==> config.mk <==
export PLATFORM = sky130hd
export DESIGN_NAME = ball_tracker
export DESIGN_NICKNAME = d
export VERILOG_FILES = /design/src/rtl/ball_tracker.sv
export SDC_FILE = /design/constraint.sdc
export NUM_CORES = 1
export LEC_CHECK = 0
export BUFFER_PORTS_ARGS = -buffer_cell sky130_fd_sc_hd__buf_2
export CAP_MARGIN = 40
export CORE_ASPECT_RATIO = 1.25
export CORE_UTILIZATION = 53
export DETAILED_ROUTE_END_ITERATION = 7
export GPL_ROUTABILITY_DRIVEN = 0
export PLACE_DENSITY = 0.78
export SETUP_SLACK_MARGIN = 0.2
export SYNTH_ARGS = -nofsm -noshare
export SYNTH_HDL_FRONTEND = slang
export SYNTH_SLANG_ARGS = --single-unit
==> constraint.sdc <==
create_clock -name clkB -period 5.2 [get_ports clkB]
set_input_delay 1.04 -clock clkB [delete_from_list [all_inputs] [get_ports clkB]]
set_output_delay 1.04 -clock clkB [all_outputs]
set_load 0.01 [all_outputs]
==> src/rtl/ball_tracker.sv <==
// Pong ball tracker: advances the ball one pixel per tick and bounces it off walls and paddles.
// It also scores misses with one-tick PScore/CScore pulses and ends the game at MAX_POINTS.
module ball_tracker #(
  parameter int unsigned Y_MIN       = 175,
  parameter int unsigned Y_MAX       = 426,
  parameter int unsigned X_MIN       = 144,
  parameter int unsigned X_MAX       = 783,
  parameter int unsigned PADDLE_H    = 28,
  parameter int unsigned PADDLE_W    = 4,
  parameter int unsigned BALL_SIZE   = 4,
  parameter int unsigned SERVE_DELAY = 60,
  parameter int unsigned MAX_POINTS  = 9,
  parameter logic [23:0] CENTRE      = 24'h12C1CF
) (
  input  logic        clkB,
  input  logic        Reset,
  input  logic [23:0] PPosition,
  input  logic [23:0] CPosition,
  output logic [23:0] BPosition,
  output logic        PScore,
  output logic        CScore,
  output logic [3:0]  PPoints,
  output logic [3:0]  CPoints,
  output logic        GameOver
);

  localparam int unsigned CW    = 12;
  localparam int unsigned PW    = 4;
  localparam int unsigned CNT_W = (SERVE_DELAY > 1) ? $clog2(SERVE_DELAY) : 1;

  localparam logic [CW-1:0]    Y_MIN_C    = CW'(Y_MIN);
  localparam logic [CW-1:0]    Y_MAX_C    = CW'(Y_MAX);
  localparam logic [CW-1:0]    X_MIN_C    = CW'(X_MIN);
  localparam logic [CW-1:0]    X_MAX_C    = CW'(X_MAX);
  localparam logic [CW-1:0]    PAD_H_C    = CW'(PADDLE_H);
  localparam logic [CW-1:0]    PAD_W_C    = CW'(PADDLE_W);
  localparam logic [CW-1:0]    BALL_C     = CW'(BALL_SIZE);
  localparam logic [CW-1:0]    CENTRE_Y   = CENTRE[23:12];
  localparam logic [CW-1:0]    CENTRE_X   = CENTRE[11:0];
  localparam logic [PW-1:0]    MAX_PTS_C  = PW'(MAX_POINTS);
  localparam logic [CNT_W-1:0] CNT_LAST   = CNT_W'(SERVE_DELAY - 1);

  typedef enum logic [1:0] {
    ST_SERVE,
    ST_MOVE,
    ST_SCORED,
    ST_OVER
  } state_e;

  state_e           state_q;
  logic [CW-1:0]    by_q, bx_q;
  logic             dx_neg_q, dy_neg_q;
  logic [CNT_W-1:0] cnt_q;
  logic             pscore_q, cscore_q;
  logic [PW-1:0]    ppoints_q, cpoints_q;
  logic             game_over_q;

  logic [CW-1:0] ppy_c, ppx_c, cpy_c, cpx_c;
  logic          cmiss_c, pmiss_c;
  logic          p_ovl_c, c_ovl_c;
  logic          dx_neg_c, dy_neg_c;
  logic [CW-1:0] by_nx_c, bx_nx_c;
  logic [PW-1:0] ppoints_inc_c, cpoints_inc_c;

  // One MOVE tick: miss detection, wall/paddle direction flips, then the step itself.
  always_comb begin
    ppy_c = PPosition[23:12];
    ppx_c = PPosition[11:0];
    cpy_c = CPosition[23:12];
    cpx_c = CPosition[11:0];

    cmiss_c = dx_neg_q && (bx_q <= X_MIN_C);
    pmiss_c = !dx_neg_q && ((bx_q + BALL_C) >= X_MAX_C);

    dy_neg_c = dy_neg_q;
    if (dy_neg_q && (by_q <= Y_MIN_C)) begin
      dy_neg_c = 1'b0;
    end else if (!dy_neg_q && ((by_q + BALL_C) >= Y_MAX_C)) begin
      dy_neg_c = 1'b1;
    end

    p_ovl_c = ((by_q + BALL_C) > ppy_c) && (by_q < (ppy_c + PAD_H_C));
    c_ovl_c = ((by_q + BALL_C) > cpy_c) && (by_q < (cpy_c + PAD_H_C));

    dx_neg_c = dx_neg_q;
    if (dx_neg_q && (bx_q == (ppx_c + PAD_W_C)) && p_ovl_c) begin
      dx_neg_c = 1'b0;
    end else if (!dx_neg_q && ((bx_q + BALL_C) == cpx_c) && c_ovl_c) begin
      dx_neg_c = 1'b1;
    end

    by_nx_c = dy_neg_c ? (by_q - CW'(1)) : (by_q + CW'(1));
    bx_nx_c = dx_neg_c ? (bx_q - CW'(1)) : (bx_q + CW'(1));

    ppoints_inc_c = (ppoints_q < MAX_PTS_C) ? (ppoints_q + PW'(1)) : ppoints_q;
    cpoints_inc_c = (cpoints_q < MAX_PTS_C) ? (cpoints_q + PW'(1)) : cpoints_q;
  end

  // Game FSM with all outputs registered.
  always_ff @(posedge clkB) begin
    if (Reset) begin
      state_q     <= ST_SERVE;
      by_q        <= CENTRE_Y;
      bx_q        <= CENTRE_X;
      dx_neg_q    <= 1'b0;
      dy_neg_q    <= 1'b1;
      cnt_q       <= '0;
      pscore_q    <= 1'b0;
      cscore_q    <= 1'b0;
      ppoints_q   <= '0;
      cpoints_q   <= '0;
      game_over_q <= 1'b0;
    end else begin
      case (state_q)
        ST_SERVE: begin
          by_q  <= CENTRE_Y;
          bx_q  <= CENTRE_X;
          cnt_q <= cnt_q + CNT_W'(1);
          if (cnt_q == CNT_LAST) begin
            state_q <= ST_MOVE;
          end
        end

        ST_MOVE: begin
          if (cmiss_c) begin
            cscore_q  <= 1'b1;
            cpoints_q <= cpoints_inc_c;
            state_q   <= ST_SCORED;
          end else if (pmiss_c) begin
            pscore_q  <= 1'b1;
            ppoints_q <= ppoints_inc_c;
            state_q   <= ST_SCORED;
          end else begin
            dx_neg_q <= dx_neg_c;
            dy_neg_q <= dy_neg_c;
            by_q     <= by_nx_c;
            bx_q     <= bx_nx_c;
          end
        end

        ST_SCORED: begin
          pscore_q <= 1'b0;
          cscore_q <= 1'b0;
          by_q     <= CENTRE_Y;
          bx_q     <= CENTRE_X;
          cnt_q    <= '0;
          // Serve toward whoever just conceded.
          dx_neg_q <= cscore_q;
          if ((ppoints_q == MAX_PTS_C) || (cpoints_q == MAX_PTS_C)) begin
            game_over_q <= 1'b1;
            state_q     <= ST_OVER;
          end else begin
            state_q <= ST_SERVE;
          end
        end

        ST_OVER: begin
          by_q     <= CENTRE_Y;
          bx_q     <= CENTRE_X;
          pscore_q <= 1'b0;
          cscore_q <= 1'b0;
        end

        default: begin
          state_q <= ST_SERVE;
        end
      endcase
    end
  end

  assign BPosition = {by_q, bx_q};
  assign PScore    = pscore_q;
  assign CScore    = cscore_q;
  assign PPoints   = ppoints_q;
  assign CPoints   = cpoints_q;
  assign GameOver  = game_over_q;

endmodule

# Yosys cells after proc, flatten, opt, wreduce, memory -nomap -nowiden
# Cells that the tools add are included.
[totals] in_bits=50 word_cells=104 register_bits=45
[op_classes] n_addsub=12 n_reduce_logical=29 bitwise=2 n_eq_ne=14 magnitude_cmp=10 n_mux=26
[op_table] op="2-to-1 mux 12 bit" n=6
[op_table] op="case mux 12 bit (2 select lines)" n=2
[op_table] op="adder 12 x 3 -> 12 bit, second input constant" n=3
[op_table] op="adder 12 x 1 -> 12 bit, second input constant" n=2
[op_table] op="adder 12 x 5 -> 12 bit, second input constant" n=2
[op_table] op="== test 12 bit" n=2
[op_table] op="greater-than comparator 12 bit" n=2
[op_table] op="<= comparator 12 x 8 -> 1 bit, second input constant" n=2
[op_table] op="less-than comparator 12 bit" n=2
[op_table] op="subtractor 12 x 1 -> 12 bit, second input constant" n=2
[op_table] op="AND reduction 3 bit" n=5
[op_table] op="greater-or-equal comparator 12 x 10 -> 1 bit, second input constant" n=1
[op_table] op="greater-or-equal comparator 12 x 9 -> 1 bit, second input constant" n=1
[op_table] op="case mux 6 bit (2 select lines)" n=1
[op_table] op="logical AND 1 bit" n=10
[op_table] op="!= test 2 bit, second input constant" n=5
[op_table] op="2-to-1 mux 1 bit" n=9
[op_table] op="adder 4 x 1 -> 4 bit, second input constant" n=2
[op_table] op="== test 4 bit, second input constant" n=2
[op_table] op="less-than comparator 4 bit, second input constant" n=2
[op_table] op="2-to-1 mux 2 bit" n=4
[op_table] op="adder 6 x 1 -> 6 bit, second input constant" n=1
[op_table] op="== test 6 bit, second input constant" n=1
[op_table] op="case mux 1 bit (2 select lines)" n=3
[op_table] op="14 further kinds" n=21

# Logic depth before layout (Yosys ltp)
# Gate-level depths: netlist of run 1.
[logic_depth] depth_word=10 depth_mapped=23 ltp_nobuf=23

# Worst setup path after synthesis of run 1
# Ideal clock, no wire load.
[synth_path] path_type="in2reg" from="in PPosition[18]" to="reg bx_q[11]" path_buffers=0 slack_ns=-0.113 setup_time_ns=0.134 path_stages=20 required_time_ns=5.066 arrival_ns=5.179 path_cell_list="inv_1 > nor3_1 > and3_1 > nand3_1 > xnor2_1 > ha_1 > or3_1 > nor4_1 > and3_1 > o2111ai_1 > o21bai_1 > inv_1 > ha_1 > a211oi_1 > o21a_1 > o31ai_1 > o41ai_1 > nand3b_1 > mux2i_1 > or4_1"
[synth_between] elab_chain_cells=9 elab_cells_between_ends=10 classes_between="add/sub: 1; order compare: 2; mux: 5; reduce/logical: 2"
[synth_rtl] item="start, declared" line="17" rtl="input logic [23:0] PPosition,"
[synth_rtl] item="adder 12 x 5 -> 12 bit" line="82" rtl="p_ovl_c = ((by_q + BALL_C) > ppy_c) && (by_q < (ppy_c + PAD_H_C));"
[synth_rtl] item="less-than comparator 12 bit" line="82"
[synth_rtl] item="logical AND 1 bit (*)" line="82"
[synth_rtl] item="logical AND 1 bit (*)" line="86" rtl="if (dx_neg_q && (bx_q == (ppx_c + PAD_W_C)) && p_ovl_c) begin"
[synth_rtl] item="2-to-1 mux 1 bit (*)" line="86"
[synth_rtl] item="2-to-1 mux 12 bit (*)" line="93" rtl="bx_nx_c = dx_neg_c ? (bx_q - CW'(1)) : (bx_q + CW'(1));"
[synth_rtl] item="2-to-1 mux 12 bit (*)" line="129" rtl="end else if (pmiss_c) begin"
[synth_rtl] item="2-to-1 mux 12 bit (*)" line="125" rtl="if (cmiss_c) begin"
[synth_rtl] item="case mux 12 bit (2 select lines) (*)" line="114" rtl="case (state_q)"
[synth_rtl] item="end signal, assigned" line="137" rtl="bx_q <= bx_nx_c;"
[synth_rtl] item="end, declared" line="51" rtl="logic [CW-1:0] by_q, bx_q;"
# Every way passes the cells marked *; elsewhere a longest branch is shown, timed or not. The select of a mux whose other input is x is not followed.
# A chain may end at the register's enable or synchronous reset.

# Worst setup path in the final report of run 1
[layout_path] from="in PPosition[17]" to="reg bx_q[11]"
# Same word-level chain as after synthesis.

==> run summary, run 1 <==
I/O pin count: 85
Antenna violations before repair: 0
Yosys Warn Count: 0
Number of synthesized register bits: 45
Commonest non-fill, non-tap cell in the layout: buf_2
H-tree Lvls: 2
EDFF count, synth: 0
Row count: 40
Vias in the first global route: 5396
Worst Hold Launch: GameOver
First-pass GRT wire length: 23700 µm
Placed insts: 906
DR iter-0 viols: 230
Critical path data arrival time: 5150 ps
Chip width: 92.0 µm
Maximum clock rate: 201 MHz
Ys async rst share: 0
Layout cell share with drive strength beyond 1: 0.221
Outcome: completed
Worst Path Buf+Inv: 3
Setup TNS: 0 ps
Minimum clock period: 4980 ps
Max-slew violations: 0
VDD IR max: 0.000203 V
Hold_buf cts: 0
Placed cell area: 0.00618 mm²
Worst-case clock buffer depth: 2
Root Buffer: clkbuf_16
Worst R2R Start: by_q[2]
Avg Cell Area, Syn: 7.81 µm²
Slew @ Worst Pin: 692 ps
Leakage: 0.00297 µW
PortBufs: 84
Synthesis-to-layout area growth: 22.0%
Gate Count Post-Synth: 687
Worst Skew: 10.4 ps
Syn Nets: 823
Clock Latency Late Sink: 300 ps
DRT Pass-1 Iters: 4
Non-filler cells in the finished layout: 918
Pin count of the biggest net entering global routing: 41
Reg2reg end: bx_q[11]
Die Ht: 114 µm
Critical Path Source Type: input pin
CTS clk-pin slew, worst paths: 60 ps
Data required, critical path: 5360 ps
Nets: 927
CTS Buf Count: 5
Netlist cell types: 65
Register area share after synthesis: 0.168
Finished Cell Area: 0.00654 mm²
Flop2flop setup slack: 360 ps
Diode count: 0
Via count: 5509
Core Footprint: 0.00971 mm²
Die area: 0.0105 mm²
DRT Wirelength: 14700 µm
Max Cap Viol: 0
Final Cycle Share: 0.958
Ys flop type: dfxtp_1
# clock sinks: 45
Post-DR vias/cell: 6.00
Worst-case reg-to-reg path depth: 21
DRC: 0
Post-DRT Antenna Nets: 0
Worst hold path class: flop to flop
Worst Setup End Kind: flop
CTS tree: built
Hold Vio Cnt, Final: 0
Final setup vio count: 0
HPWL Detailed: 11500 µm
Unrepaired setup endpoints after global routing: yes
Netlist Area Pre-Place: 0.00536 mm²
Worst Path Max Fanout: 7
Most frequent cells in the layout: 82 x buf_2, 76 x ha_1, 52 x nor2_1
Hold EP: GameOver
Cell family with most CP delay: simple AND/OR/NAND/NOR gates
Crit-path cells: buf_8 > inv_4 > nor3_4 > and3_4 > nand3_4 > xnor2_2 > ha_2 > or3_1 > nor4_2 > and3_1 > o2111ai_4 > o21bai_4 > clkinv_4 > ha_4 > or3_4 > o21ai_4 > o31ai_4 > o41ai_4 > nand3b_1 > mux2i_1 > or4_1
Hold Path Cell Cnt: 2
Setup Crit Path Kind: input pin to flop
CP max stage delay: 480 ps
Initial Utilization: 0.552
PwrDens: 222 mW/mm²
Slowest CP cell: or4_1
Total track usage: 0.277
Worst slew margin: 0.539
WL per Instance: 16.0 µm
Fin util: 0.674
Gr ovfl total: 0
state kept, by name, summed over array words and instances, names as in the netlist, 2 cells and up:
signal and count:
by_q 12, CPoints 4, cnt_q 6, PPoints 4, bx_q 12, state_q 2
cell families after synthesis:
kind of cell | count (synthesis) | synth area share
AOI/OAI and AO/OA | 161 | 0.201
xor gates and xnor gates | 78 | 0.129
adders and majority gates | 86 | 0.203
buffers and inverters | 78 | 0.0614
DFF | 45 | 0.168
muxes | 6 | 0.0112
and+or+nand+nor | 233 | 0.226
how the worst max path moves through the flow:
stage / slack [ps] / from / end / cells past startpoint
detailed placement: -230 / PPosition[18] / bx_q[11] / 22
finish: 220 / PPosition[17] / bx_q[11] / 21
floorplan: 210 / CPosition[19] / bx_q[11] / 21
global placement: -50 / PPosition[18] / bx_q[11] / 21
CTS: 220 / PPosition[18] / bx_q[11] / 22
global route: -10 / PPosition[17] / bx_q[11] / 22
cells in the mapped netlist, drive strengths merged, types with 4 or more instances:
cell | count | area (µm²)
nand3 | 35 | 180
nor2 | 52 | 195
nand2b | 9 | 56.3
or3 | 9 | 56.3
nor3 | 17 | 85.1
ha | 84 | 1050
o21a | 6 | 45.0
and2 | 7 | 47.6
inv | 54 | 203
a21oi | 39 | 195
a31oi | 9 | 56.3
xnor2 | 51 | 454
o21bai | 5 | 37.5
o41ai | 4 | 35.0
mux2i | 6 | 60.1
and4 | 4 | 35.0
clkbuf | 10 | 37.5
and3 | 9 | 61.3
o21ai | 31 | 155
o2111ai | 4 | 35.0
a21o | 14 | 105
buf | 14 | 88.8
xor2 | 27 | 236
a211o | 4 | 35.0
nor2b | 8 | 50.1
or2 | 6 | 37.5
o211ai | 5 | 37.5
o31ai | 4 | 30.0
nand2 | 40 | 153
a22oi | 7 | 52.6
nor4 | 8 | 50.1
dfxtp | 45 | 901
nand4 | 17 | 106
a211oi | 10 | 80.1
timing repair:
action | in CTS | in global routing
gates resized for setup | 3 | 34
pin swaps | 1 | 18
setup buffers | 0 | 4
setup endpoints to repair | 1 | 5
where the power goes:
| part | internal [µW] | total, µW | switching (µW) |
|---|---|---|---|
| sequential | 365 | 403 | 38.0 |
| clock | 240 | 377 | 137 |
| combinational | 313 | 673 | 360 |
| total | 918 | 1450 | 535 |
metal layers:
metal	global-route usage	routed length [µm]	vias to the layer above
li1	-	-	2684
met1	0.314	6080	2626
met2	0.512	7350	156
met3	0.0339	668	43
met4	0.131	567	0
met5	0	0	-
through the flow:
| step | hold WS, ps | total power [µW] | worst slack, ps |
|---|---|---|---|
| final | 483 | 1450 | 216 |
| after global routing | 527 | 1550 | -13.2 |
| after detailed placement | 481 | 1030 | -232 |
| after global placement | 450 | 998 | -45.0 |
| after CTS | 493 | 1410 | 218 |
| after floorplan | 458 | 863 | 211 |
area by class of cell:
| type | instances | area [µm²] |
|---|---|---|
| clock buffers | 7 | 143 |
| well taps | 126 | 158 |
| repair buffers | 121 | 722 |
| fillers | 824 | 3170 |
| multi-input cells | 564 | 4370 |
| flip-flops and latches | 45 | 903 |
| inverters | 54 | 213 |
| clock inverters | 1 | 30.0 |
worst min-delay path: stages (launching register included):
cell     delay [ps]
dfxtp_1         330
a21oi_1          40
nor2_1           80
Note: power is estimated with default switching activity, not from simulation.
==> run 2: changes to the inputs <==
CORE_UTILIZATION = 46   (was 53)
CTS_CLUSTER_DIAMETER = 30   (was unset)
PLACE_DENSITY = 0.67   (was 0.78)
==> run summary, run 2 (same netlist as run 1, synthesis figures left out) <==
Maximum clock rate: 195 MHz (was 201 MHz)
Setup TNS: 0 ps (unchanged)
Clock Latency Late Sink: 290 ps (was 300 ps)
Worst slew margin: 0.411 (was 0.539)
WL per Instance: 16.2 µm (was 16.0 µm)
Pin count of the biggest net entering global routing: 41 (unchanged)
Antenna violations before repair: 0 (unchanged)
Initial Utilization: 0.477 (was 0.552)
Layout cell share with drive strength beyond 1: 0.225 (was 0.221)
Biggest regs: bx_q (12), by_q (12), cnt_q (6) (unchanged)
Hold Vio Cnt, Final: 0 (unchanged)
Non-filler cells in the finished layout: 932 (was 918)
Met2 Use GR: 0.485 (was 0.512)
Worst hold path class: flop to flop (unchanged)
Root Buffer: clkbuf_16 (unchanged)
Setup Crit Path Kind: input pin to flop (unchanged)
Core Footprint: 0.0112 mm² (was 0.00971 mm²)
Slew @ Worst Pin: 880 ps (was 692 ps)
Post-DR vias/cell: 5.80 (was 6.00)
Worst Path Max Fanout: 7 (unchanged)
PwrDens: 219 mW/mm² (was 222 mW/mm²)
Worst R2R Start: by_q[2] (unchanged)
Outcome: completed (unchanged)
Critical Path Source Type: input pin (unchanged)
Post-DRT Antenna Nets: 0 (unchanged)
Critical path data arrival time: 5300 ps (was 5150 ps)
First-pass GRT wire length: 24900 µm (was 23700 µm)
Die Ht: 123 µm (was 114 µm)
Final setup vio count: 0 (unchanged)
Clock Power Share: 0.257 (was 0.259)
Data required, critical path: 5370 ps (was 5360 ps)
Worst Setup End Kind: flop (unchanged)
Gr ovfl total: 0 (unchanged)
Chip width: 98.6 µm (was 92.0 µm)
# clock sinks: 45 (unchanged)
DRT Wirelength: 15100 µm (was 14700 µm)
Max Cap Viol: 0 (unchanged)
Synthesis-to-layout area growth: 22.6% (was 22.0%)
Total track usage: 0.252 (was 0.277)
Row count: 43 (was 40)
Worst hold slack: 480 ps (was 483 ps)
CTS Buf Count: 5 (unchanged)
Diode count: 0 (unchanged)
Worst-case reg-to-reg path depth: 22 (was 21)
CTS tree: built (unchanged)
Via count: 5409 (was 5509)
Reg2reg end: bx_q[11] (unchanged)
PortBufs: 84 (unchanged)
Combinational power share: 0.465 (was 0.463)
Commonest non-fill, non-tap cell in the layout: buf_2 (unchanged)
Minimum clock period: 5130 ps (was 4980 ps)
Final Cycle Share: 0.986 (was 0.958)
VDD IR max: 0.000209 V (was 0.000203 V)
Unrepaired setup endpoints after global routing: yes (unchanged)
Most frequent cells in the layout: 82 x buf_2, 78 x ha_1, 52 x nor2_1 (was 82 x buf_2, 76 x ha_1, 52 x nor2_1)
DR iter-0 viols: 279 (was 230)
Fin util: 0.585 (was 0.674)
Critical path endpoint: bx_q[11] (unchanged)
GR peak layer: met2 (unchanged)
Share of total power in sequential cells: 0.277 (about the same)
Nets: 932 (was 927)
Hold_buf cts: 0 (unchanged)
HPWL Detailed: 11800 µm (was 11500 µm)
Flop2flop setup slack: 170 ps (was 360 ps)
GR met3 Demand/Resource: 0.0273 (was 0.0339)
Die area: 0.0121 mm² (was 0.0105 mm²)
Leakage: 0.00300 µW (was 0.00297 µW)
Vias in the first global route: 5330 (was 5396)
CTS clk-pin slew, worst paths: 70 ps (was 60 ps)
Sw Pwr: 536 µW (was 535 µW)
Int Pwr: 902 µW (was 918 µW)
Total power: 1440 µW (was 1450 µW)
Setup crit start: PPosition[17] (unchanged)
I/O pin count: 85 (unchanged)
Worst-case clock buffer depth: 2 (unchanged)
DRT Pass-1 Iters: 4 (unchanged)
Worst Skew: 5.01 ps (was 10.4 ps)
Max-slew violations: 0 (unchanged)
H-tree Lvls: 2 (unchanged)
Net Sw Frac: 0.373 (was 0.368)
Placed insts: 920 (was 906)
Grt met1 use: 0.295 (was 0.314)
DRC: 0 (unchanged)
[run 2: cell type report]
cell class / instances / area (µm²)
clock buffers: 5 / 125
clock inverters: 3 / 46.3
fillers: 1057 / 4670
inverters: 54 / 213
multi-input cells: 564 / 4360
flip-flops and latches: 45 / 902
well taps: 135 / 169
repair buffers: 126 / 764
[run 2: power groups by stage]
stage / Clock (µW) / Sequential [µW] / Combinational (µW)
global route: 387 / 402 / 751
detailed placement: 0 / 406 / 638
finish: 370 / 399 / 669
floorplan: 0 / 402 / 462
global placement: 0 / 404 / 611
CTS: 374 / 398 / 643
[run 2: metal layers]
layer	routed length [µm]	vias up
met1	6470	2570
met2	7750	122
li1	-	2699
met4	293	0
met3	561	18
met5	0	-
[run 2: timing repair]
action	4_1_cts	5_1_grt
resized for setup	2	28
setup endpoints to repair	2	5
pin swaps	1	11
buffers inserted	0	4
hold endpoints to repair	0	0
[run 2: worst min path at each step]
stage	slack (ps)	cells after the start	from	end
finish	480	2	GameOver	GameOver
CTS	480	2	GameOver	GameOver
global placement	450	2	GameOver	GameOver
floorplan	460	2	cnt_q[5]	cnt_q[5]
global route	520	2	GameOver	GameOver
detailed placement	460	2	GameOver	GameOver
[run 2: metrics by stage]
step / worst slack (ps) / area (µm²)
floorplan: 211 / 5480
global placement: -38.5 / 6240
detailed placement: -183 / 6240
CTS: 235 / 6420
global route: -82.8 / 6580
finish: 70.3 / 6580
[run 2: critical path, stage by stage]
cell,delay (ps)
buf_8,80
inv_4,30
nor3_4,250
and3_4,250
nand3_4,70
xnor2_2,140
ha_2,160
or3_1,300
nor4_1,220
and3_1,230
o2111ai_4,140
o21bai_4,190
clkinv_4,140
buf_12,160
ha_4,160
or3_4,360
o21ai_4,90
o31ai_4,120
o41ai_4,370
nand3b_1,200
a211oi_2,80
or4_1,530
